### src/rtl/tcp_tx_app_responder.sv
// ---------------------------------------------------------------------------
// tcp_tx_app_responder
//
// Stack-side end of the TCP TX application interface. Each tx_metadata
// request {length, session} is answered with one 64-bit tx_status word.
// Accepted requests (code 0) have their payload forwarded to the TX engine
// together with one net_meta word {len, sess}; requests on a closed or
// unknown session (code 1) have their payload consumed and dropped; invalid
// length (code 3) or insufficient buffer space (code 2) end the transaction
// at the status word. Also used as a loopback stand-in for the stack.
//
// Ports
//   aclk, aresetn                 clock, asynchronous active-low reset
//   s_axis_tx_metadata_*          request in,  TDATA = {len[31:16], sess[15:0]}
//   m_axis_tx_status_*            status out,  TDATA = {code, space[29:0], len, sess}
//   s_axis_tx_data_*              payload from application (512-bit beats)
//   m_axis_net_data_*             payload to TX engine (passthrough in DATA_FWD)
//   m_axis_net_meta_*             {len, sess} per accepted packet
//   s_axis_session_*              table update, TDATA = {open, sess}
//   s_axis_ack_*                  credit return in bytes
//   err_len                       sticky payload-length mismatch flag
//   pkt_count                     accepted packets completed (wrapping)
// ---------------------------------------------------------------------------
module tcp_tx_app_responder #(
    parameter int NUM_SESSIONS  = 16,
    parameter int TX_BUF_BYTES  = 65536,
    parameter int MAX_PKT_BYTES = 1460
) (
    input  logic         aclk,
    input  logic         aresetn,

    input  logic         s_axis_tx_metadata_TVALID,
    output logic         s_axis_tx_metadata_TREADY,
    input  logic [31:0]  s_axis_tx_metadata_TDATA,

    output logic         m_axis_tx_status_TVALID,
    input  logic         m_axis_tx_status_TREADY,
    output logic [63:0]  m_axis_tx_status_TDATA,

    input  logic         s_axis_tx_data_TVALID,
    output logic         s_axis_tx_data_TREADY,
    input  logic [511:0] s_axis_tx_data_TDATA,
    input  logic [63:0]  s_axis_tx_data_TKEEP,
    input  logic         s_axis_tx_data_TLAST,

    output logic         m_axis_net_data_TVALID,
    input  logic         m_axis_net_data_TREADY,
    output logic [511:0] m_axis_net_data_TDATA,
    output logic [63:0]  m_axis_net_data_TKEEP,
    output logic         m_axis_net_data_TLAST,

    output logic         m_axis_net_meta_TVALID,
    input  logic         m_axis_net_meta_TREADY,
    output logic [31:0]  m_axis_net_meta_TDATA,

    input  logic         s_axis_session_TVALID,
    input  logic [16:0]  s_axis_session_TDATA,

    input  logic         s_axis_ack_TVALID,
    input  logic [31:0]  s_axis_ack_TDATA,

    output logic         err_len,
    output logic [31:0]  pkt_count
);

    localparam int          SESS_IDX_W = (NUM_SESSIONS > 1) ? $clog2(NUM_SESSIONS) : 1;
    localparam logic [16:0] NUM_SESS_ID = 17'(NUM_SESSIONS);
    localparam logic [31:0] BUF_BYTES   = 32'(TX_BUF_BYTES);
    localparam logic [15:0] MAX_LEN     = 16'(MAX_PKT_BYTES);

    localparam logic [1:0] CODE_OK       = 2'd0;
    localparam logic [1:0] CODE_NO_CONN  = 2'd1;
    localparam logic [1:0] CODE_NO_SPACE = 2'd2;
    localparam logic [1:0] CODE_INVALID  = 2'd3;

    typedef enum logic [2:0] {
        IDLE,
        CHECK,
        STATUS,
        DATA_FWD,
        DATA_DROP
    } state_t;

    // Credit arithmetic: remove the reservation, add the returned bytes and
    // clamp to the buffer size. A reservation never exceeds the current
    // credit, so the intermediate value cannot go negative.
    function automatic logic [31:0] sat_space(input logic [31:0] cur,
                                              input logic [31:0] rsv,
                                              input logic [31:0] add);
        logic [33:0] sum;
        sum = {2'b00, cur} - {2'b00, rsv} + {2'b00, add};
        if (sum > {2'b00, BUF_BYTES})
            return BUF_BYTES;
        return sum[31:0];
    endfunction

    function automatic logic [6:0] popcount64(input logic [63:0] keep);
        logic [6:0] cnt;
        cnt = '0;
        for (int i = 0; i < 64; i++)
            cnt = cnt + 7'(keep[i]);
        return cnt;
    endfunction

    state_t                  state;
    logic [15:0]             req_sess;
    logic [15:0]             req_len;
    logic [NUM_SESSIONS-1:0] sess_open;
    logic [31:0]             space;
    logic                    status_valid;
    logic [63:0]             status_data;
    logic                    meta_valid;
    logic [31:0]             meta_data;
    logic                    meta_done;
    logic                    last_done;
    logic [31:0]             byte_cnt;
    logic                    err_len_r;
    logic [31:0]             pkt_cnt;

    logic [1:0]              check_code;
    logic                    req_in_range;
    logic                    req_sess_open;
    logic [31:0]             reserve;
    logic [31:0]             ack_amt;
    logic [31:0]             space_next;
    logic                    fwd_active;
    logic                    drop_active;
    logic                    tx_ready;
    logic                    beat;
    logic                    beat_last;
    logic [31:0]             beat_total;
    logic                    len_mismatch;
    logic                    meta_hs;
    logic                    upd_in_range;

    // Session lookup; the table index is only meaningful when in range.
    assign req_in_range  = ({1'b0, req_sess} < NUM_SESS_ID);
    assign req_sess_open = req_in_range && sess_open[req_sess[SESS_IDX_W-1:0]];
    assign upd_in_range  = ({1'b0, s_axis_session_TDATA[15:0]} < NUM_SESS_ID);

    always_comb begin
        check_code = CODE_OK;
        if (!req_sess_open)
            check_code = CODE_NO_CONN;
        else if (req_len == 16'd0 || req_len > MAX_LEN)
            check_code = CODE_INVALID;
        else if ({16'd0, req_len} > space)
            check_code = CODE_NO_SPACE;
    end

    assign reserve    = (state == CHECK && check_code == CODE_OK) ? {16'd0, req_len} : 32'd0;
    assign ack_amt    = s_axis_ack_TVALID ? s_axis_ack_TDATA : 32'd0;
    assign space_next = sat_space(space, reserve, ack_amt);

    // Payload path: the forward phase stops accepting beats once TLAST has
    // passed, even if it is still waiting for the net_meta handshake.
    assign fwd_active   = (state == DATA_FWD) && !last_done;
    assign drop_active  = (state == DATA_DROP);
    assign tx_ready     = fwd_active ? m_axis_net_data_TREADY : drop_active;
    assign beat         = s_axis_tx_data_TVALID && tx_ready;
    assign beat_last    = beat && s_axis_tx_data_TLAST;
    assign beat_total   = byte_cnt + 32'(popcount64(s_axis_tx_data_TKEEP));
    assign len_mismatch = (beat_total != {16'd0, req_len});
    assign meta_hs      = meta_valid && m_axis_net_meta_TREADY;

    assign s_axis_tx_metadata_TREADY = (state == IDLE);
    assign s_axis_tx_data_TREADY     = tx_ready;
    assign m_axis_net_data_TVALID    = fwd_active && s_axis_tx_data_TVALID;
    assign m_axis_net_data_TDATA     = s_axis_tx_data_TDATA;
    assign m_axis_net_data_TKEEP     = s_axis_tx_data_TKEEP;
    assign m_axis_net_data_TLAST     = s_axis_tx_data_TLAST;
    assign m_axis_tx_status_TVALID   = status_valid;
    assign m_axis_tx_status_TDATA    = status_data;
    assign m_axis_net_meta_TVALID    = meta_valid;
    assign m_axis_net_meta_TDATA     = meta_data;
    assign err_len                   = err_len_r;
    assign pkt_count                 = pkt_cnt;

    // Control state: FSM, handshake valids, session table, credit, flags.
    always_ff @(posedge aclk or negedge aresetn) begin
        if (!aresetn) begin
            state        <= IDLE;
            status_valid <= 1'b0;
            meta_valid   <= 1'b0;
            meta_done    <= 1'b0;
            last_done    <= 1'b0;
            sess_open    <= '0;
            space        <= BUF_BYTES;
            err_len_r    <= 1'b0;
            pkt_cnt      <= 32'd0;
        end else begin
            space <= space_next;

            if (s_axis_session_TVALID && upd_in_range)
                sess_open[s_axis_session_TDATA[SESS_IDX_W-1:0]] <= s_axis_session_TDATA[16];

            case (state)
                IDLE: begin
                    if (s_axis_tx_metadata_TVALID)
                        state <= CHECK;
                end
                CHECK: begin
                    status_valid <= 1'b1;
                    state        <= STATUS;
                end
                STATUS: begin
                    if (m_axis_tx_status_TREADY) begin
                        status_valid <= 1'b0;
                        case (status_data[63:62])
                            CODE_OK: begin
                                state      <= DATA_FWD;
                                meta_valid <= 1'b1;
                                meta_done  <= 1'b0;
                                last_done  <= 1'b0;
                            end
                            CODE_NO_CONN: state <= DATA_DROP;
                            default:      state <= IDLE;
                        endcase
                    end
                end
                DATA_FWD: begin
                    if (meta_hs) begin
                        meta_valid <= 1'b0;
                        meta_done  <= 1'b1;
                    end
                    if (beat_last) begin
                        last_done <= 1'b1;
                        pkt_cnt   <= pkt_cnt + 32'd1;
                        if (len_mismatch)
                            err_len_r <= 1'b1;
                    end
                    // Leave only once both the payload and net_meta are done.
                    if ((meta_done || meta_hs) && (last_done || beat_last))
                        state <= IDLE;
                end
                DATA_DROP: begin
                    if (beat_last) begin
                        if (len_mismatch)
                            err_len_r <= 1'b1;
                        state <= IDLE;
                    end
                end
                default: state <= IDLE;
            endcase
        end
    end

    // Datapath registers: only meaningful while the matching valid/state is set.
    always_ff @(posedge aclk) begin
        if (state == IDLE && s_axis_tx_metadata_TVALID) begin
            req_sess <= s_axis_tx_metadata_TDATA[15:0];
            req_len  <= s_axis_tx_metadata_TDATA[31:16];
        end
        // Status space field reports the credit before this request's reservation.
        if (state == CHECK)
            status_data <= {check_code, space[29:0], req_len, req_sess};
        if (state == STATUS)
            meta_data <= {req_len, req_sess};
        if (state == STATUS)
            byte_cnt <= 32'd0;
        else if (beat)
            byte_cnt <= beat_total;
    end

endmodule

### config.mk
export PLATFORM = sky130hd
export DESIGN_NAME = tcp_tx_app_responder
export DESIGN_NICKNAME = d
export VERILOG_FILES = /design/src/rtl/tcp_tx_app_responder.sv
export SDC_FILE = /design/constraint.sdc
export NUM_CORES = 1
export LEC_CHECK = 0
export ABC_CLOCK_PERIOD_IN_PS = 8100
export CAP_MARGIN = 0
export CORE_AREA = 3 3 531 533
export DETAILED_ROUTE_END_ITERATION = 8
export DIE_AREA = 0 0 534 536
export PLACE_DENSITY = 0.36
export SYNTH_ARGS = -nofsm -noshare
export SYNTH_HDL_FRONTEND = slang
export SYNTH_SLANG_ARGS = --single-unit
### constraint.sdc
create_clock -name aclk -period 8.1 [get_ports aclk]
set_input_delay 1.62 -clock aclk [delete_from_list [all_inputs] [get_ports aclk]]
set_output_delay 1.62 -clock aclk [all_outputs]
set_load 0.1 [all_outputs]
==> results of run 1 <==
==> worst min path at each step <==
stage | start | end | slack [ps] | cells after the start
final | byte_cnt[5] | byte_cnt[5] | 460 | 2
after global routing | byte_cnt[7] | byte_cnt[7] | 480 | 2
after CTS | byte_cnt[5] | byte_cnt[5] | 460 | 2
after detailed placement | byte_cnt[7] | byte_cnt[7] | 450 | 2
after global placement | byte_cnt[7] | byte_cnt[7] | 450 | 2
after floorplan | byte_cnt[4] | byte_cnt[4] | 440 | 2
==> where the power goes <==
part / leakage [nW] / internal (mW) / switching, mW
sequential: 2.62 / 1.63 / 0.175
clock: 0.631 / 1.10 / 0.707
combinational: 6.39 / 3.34 / 4.64
total: 9.64 / 6.07 / 5.53
==> worst min-delay path, cell delays in order, from the launching register on <==
cell and delay, ps:
dfxtp_1 310, nand2_1 50, a21oi_1 50
==> metal layers <==
metal  up-vias  global-route usage, %  routed length [µm]
met4        36                   2.61                3950
met2      1294                   12.4               54400
met5         -                   3.11                1120
met3       296                   8.90               28500
met1      6956                   9.48               49100
li1       6339                      -                   -
==> registers in the layout (all words and copies together) (netlist names) <==
register,count
req_len,16
meta_done,1
req_sess,16
last_done,1
m_axis_tx_status_TDATA,64
pkt_count,32
state,3
err_len,1
byte_cnt,32
m_axis_net_meta_TVALID,1
space,32
m_axis_tx_status_TVALID,1
m_axis_net_meta_TDATA,32
sess_open,16
==> repair_timing <==
item,CTS,global route
endpoints found under the hold margin,0,0
hold buffers,0,0
buffers inserted,1,8
pin swaps,3,22
gates resized for setup,19,79
setup endpoints to repair,21,33
==> synthesized netlist by cell type (4+ instances only) <==
cell        n
a211oi_1    8
a21o_1     20
a21oi_1    81
a31oi_1     8
a41oi_1     4
and2_1     37
and3_1     17
and4_1     12
buf_2       9
buf_4     578
clkbuf_1   29
dfrtp_1    87
dfxtp_1    32
edfxtp_1  128
fa_1       58
ha_1       94
inv_1     128
mux2_2     18
mux2i_1     6
mux4_2      5
nand2_1    94
nand2b_1   10
nand3_1    52
nand3b_1    5
nand4_1    25
nor2_1    103
nor2b_1     7
nor3_1     36
nor4_1     34
nor4b_1     5
o211ai_1    9
o21a_1     13
o21ai_0    45
o21bai_1    7
o31ai_1     5
or2_2       4
or3_1      14
or4_1       5
xnor2_1    78
xor2_1     51
==> final cells by class <==
class / instances / share of cell area [%]
antenna: 9 / 0.0855
clock buffer: 42 / 3.67
clock inverter: 26 / 1.41
inverter: 129 / 1.84
multi-input combinational: 1052 / 31.0
sequential: 248 / 25.4
tap: 3705 / 17.6
timing repair buffer: 561 / 19.0
==> per-stage QoR <==
stage                     hold WS [ps]  worst slack, ps
after floorplan                    436             12.8
after global placement             449            -1120
after detailed placement           451            -1140
after CTS                          460             -102
after global routing               479            -59.2
final                              457              204
==> cells by family after synthesis <==
family | count (synthesis)
muxes | 29
AOI/OAI and AO/OA | 244
DFF | 248
and+or+nand+nor | 478
xor gates and xnor gates | 129
adders and majority gates | 152
other | 2
buffers and inverters | 747
==> results.md, run 1 <==
* Outcome: complete, no violations
* WP depth at 22
* Antenna viol nets, final at 0
* Worst r2r dst: space[9]
* Most frequent cells in the layout: 289 x clkdlybuf4s50_1, 236 x buf_4, 128 x edfxtp_1, 118 x inv_1, 102 x nor2_1
* Power Total at 11.6 mW
* CP max FO at 5
* Share of the synthesized area in the top cell type at 22.1%
* CORE AREA at 277000 µm²
* Yosys top cell by area: buf_4
* DRT Wirelength at 137 mm
* Post-Synth Simple-Gate Area at 12.8%
* Pleak at 9.64 nW
* Final Skew at 32.0 ps
* Clock sinks at 248
* Post-synthesis compound-gate area fraction at 8.12%
* CTS root buffer: clkbuf_16
* Vias in the first global route at 15158
* Post-synthesis instance area at 19600 µm²
* XOR/XNOR share of the synthesized area at 5.75%
* Fill cells at 32028
* Multi-input logic area at 8170 µm²
* Startpoint class of the critical path: primary input
* Reg2Reg Launch Point: req_len[1]
* Critical path endpoint category: flip-flop
* Mean Syn Cell Area at 9.68 µm²
* Relative slew slack at 21.1%
* Die X-Extent at 534 µm
* Clk slew on worst S/H paths at 60 ps
* Fin crit share at 97.5%
* Reg2Reg Depth at 35
* Worst Tran Pin Value at 1180 ps
* Placed Cells at 5686
* Largest stage delay, worst path at 570 ps
* Cell Area, Placed at 24800 µm²
* Detailed-route DRC error count at 0
* Grt total ovfl at 0
* Setup_tns at 0 ps
* Pwr per Cell Area at 440 nW/µm²
* Most common flop cell mapped by yosys: edfxtp_1
* Hold crit path type: reg -> reg
* Critical Path Source: s_axis_tx_data_TKEEP[13]
* Initial antenna violation count at 44
* CP arrival at 8360 ps
* Die area at 286000 µm²
* Library cells used by synthesis at 87
* CTS Buf Count at 37
* Final setup violating endpoints at 0
* Max Cap Viol at 0
* Finished Cell Area at 26400 µm²
* Slew Viols, Final at 0
* Final hold violations at 0
* Finished Layout Cells at 5772
* Vias at 14921
* Layout area overhead at 34.1%
* Sequential share of the synthesized area at 34.0%
* Worst R2R Setup Slack at 500 ps
* All-layer global routing usage at 9.10%
* Drt initial violations at 1023
* Register Area at 6690 µm²
* Critical path endpoint: err_len
* Largest delay share family, worst path: adder cells
* Die height at 536 µm
* Share of layout cells above drive strength 1 at 19.5%
* Mux contribution to synthesized area at 1.91%
* CP cell instances: clkbuf_2 -> fa_1 -> fa_1 -> inv_1 -> fa_1 -> fa_1 -> fa_1 -> fa_1 -> fa_1 -> fa_1 -> fa_2 -> fa_2 -> nor2b_1 -> o31a_1 -> o311ai_0 -> a211oi_1 -> buf_4 -> nand3_1 -> xor2_1 -> nand3_1 -> nor4b_2 -> a31oi_1
* Initial core utilization at 7.09%
* Most common cell after layout, fill and taps aside: clkdlybuf4s50_1
* Worst-Skew Late Latency at 590 ps
* Yosys reg bits at 248
* # H-tree levels at 2
* CTS tree: yes
* Routability cong. at 0.791
* Worst VDD drop at 0.000972 V
* Via-to-Cell Ratio at 2.59
* Slowest CP cell: fa_1
* IO Port Bufs at 353
* Post-layout net count at 2848
* DR pass1 iterations at 5
* Largest family of logic cells by synthesized area: buffers and inverters
* Synth area leaders: buf_4 22%, edfxtp_1 20%, dfrtp_1 11%, ha_1 6.0%, fa_1 5.9%
* Drt wl/cell at 23.8 µm
* Cell repeated most along the worst path: fa_1
* Row count at 193
* Post-Synth Adder-Cell Area at 11.9%
* RSZ-0062 raised after global routing: yes
* First-pass GRT wire length at 170 mm
* Critical Path RT at 8570 ps
* Number of synthesized flops with an enable pin at 128
* Synth warn at 0
* IO Pins at 1378
* Post-Synthesis Cells at 2029
* Final min period at 7900 ps
* Asr flop ratio synth at 35.5%
* Clk buf depth at 3
* Dpl hpwl at 117 mm
* Final core utilization at 9.51%
* Fmax at 0.127 GHz
* Worst Setup Path Type: in -> reg
* Crit path buf inv count at 3
* Largest net degree at the start of global routing at 67
No activity file was read; power rests on OpenSTA's default activity.
==> run 2, diff against run 1 <==
Settings changed: PLACE_DENSITY 0.36 to not set.
==> results.md, run 2 (synthesis results as in run 1) <==
* Post-layout net count at 2822
* Antenna viol nets, final at 0
* Initial core utilization at 7.09%
* Die X-Extent at 534 µm
* Die height at 536 µm
* Final setup violating endpoints at 0
* Max reg flops at 64
* CP max FO at 5
* Routability cong. at 0.875
* Outcome: complete, no violations
* Critical path endpoint category: flip-flop
* Pwr per Cell Area at 468 nW/µm²
* IO Port Bufs at 353
* Via-to-Cell Ratio at 2.58
* Clock sinks at 248
* CTS Buf Count at 34
* Vias in the first global route at 14692
* Fill cells at 31962
* Worst Hold Launch: byte_cnt[4]
* First-pass GRT wire length at 229 mm
* Hold WS at 461 ps
* Worst Tran Pin Value at 1170 ps
* DRT Wirelength at 198 mm
* Final hold violations at 0
* CTS root buffer: clkbuf_16
* All-layer global routing usage at 13.2%
* CTS tree: yes
* Most frequent cells in the layout: 285 x clkdlybuf4s50_1, 204 x buf_4, 128 x edfxtp_1, 110 x inv_1, 102 x nor2_1
* Finished Layout Cells at 5752
* Pleak at 9.29 nW
* Final min period at 8010 ps
* Fin worst setup slack at 88.9 ps
* Final Skew at 25.9 ps
* Critical Path Source: s_axis_tx_data_TKEEP[37]
* Placed Cells at 5653
* Grt total ovfl at 0
* Reg2Reg Launch Point: req_sess[0]
* # H-tree levels at 2
* Drt initial violations at 935
* IO Pins at 1378
* Fmax at 0.125 GHz
* Relative slew slack at 21.5%
* Most common cell after layout, fill and taps aside: clkdlybuf4s50_1
* Max Cap Viol at 0
* Worst VDD drop at 0.00113 V
* Fin crit share at 98.9%
* Startpoint class of the critical path: primary input
* Detailed-route DRC error count at 0
* Worst Setup Path Type: in -> reg
* Critical Path RT at 8530 ps
* Clk buf depth at 3
* Dpl hpwl at 183 mm
* Slew Viols, Final at 0
* DR pass1 iterations at 5
* CORE AREA at 277000 µm²
* Pre-CTS setup slack at -1110 ps
* Worst-Skew Late Latency at 600 ps
* Largest net degree at the start of global routing at 54
* Vias at 14848
* Clk slew on worst S/H paths at 60 ps
* Die area at 286000 µm²
* Initial antenna violation count at 40
* Row count at 193
* Layout area overhead at 32.0%
* Share of layout cells above drive strength 1 at 19.3%
* Drt wl/cell at 34.5 µm
* RSZ-0062 raised after global routing: yes
* CP arrival at 8440 ps
* Hold crit path type: reg -> reg
* Power Total at 12.1 mW
==> run 2: cell count changes in the layout (fill, tap and decap cells not counted), moves of 8 or more <==
cell,change
inv_1,-8
dlymetal6s2s_1,-18
buf_2,+13
buf_4,-32
diode_2,+10
==> run 2: layer usage <==
metal | global-route usage, % | part of all wire, %
met1 | 9.44 | 24
met5 | 1.67 | 0.36
met2 | 16.8 | 36
met4 | 2.46 | 2.0
met3 | 22.7 | 38
==> run 2: final cells by class <==
type	instances	area, µm²	share of cell area [%]
clock inverter	20	186	0.719
sequential	248	6690	25.8
tap	3705	4640	17.9
inverter	129	485	1.87
antenna	19	47.5	0.183
multi-input combinational	1052	8150	31.4
timing repair buffer	538	4830	18.6
clock buffer	41	908	3.50
==> run 2: metrics by stage <==
step	cell area (µm²)	setup TNS (ps)	util, %
finish	25900	0	9.36
global route	25900	-317	9.35
CTS	25700	-214	9.29
detailed placement	24600	-18830	8.88
global placement	24600	-16930	8.88
floorplan	19700	0	-
==> run 2: final timing paths <==
| path | end | slack (ps) | cells past startpoint |
|---|---|---|---|
| worst max-delay path | byte_cnt[28] | 90 | 25 |
| worst min-delay path | byte_cnt[4] | 460 | 2 |
| worst max register to register | space[16] | 380 | 28 |
| worst min register to register | byte_cnt[4] | 460 | 2 |
| max in group asynchronous | space[27] | 5850 | 2 |
| min in group asynchronous | sess_open[9] | 1090 | 1 |
==> run 2: critical path: stages <==
cell	delay (ps)
dlygate4sd2_1	240
inv_1	70
fa_1	440
fa_1	410
inv_1	90
fa_1	510
fa_2	480
fa_1	530
fa_2	520
fa_1	550
buf_12	150
fa_1	470
ha_1	340
nor2b_2	170
o31a_1	300
o311a_1	370
o21ai_2	260
nor2_2	100
buf_4	150
buf_4	120
buf_4	120
buf_4	120
nand3_1	80
xor2_1	160
nor2_1	50
==> run 2: timing repair <==
item                                    4_1_cts  5_1_grt
hold buffers                                  0        0
buffers inserted                              9       12
endpoints found under the hold margin         0        0
resized for setup                            93       49
endpoints found under the setup margin       15       36
pin swaps                                    43       41
gates cloned                                  0        0
==> run 2: report_power, final <==
part           internal [mW]  switching (mW)
Clock                  0.850           0.694
Sequential              1.63           0.181
Combinational           3.83            4.97
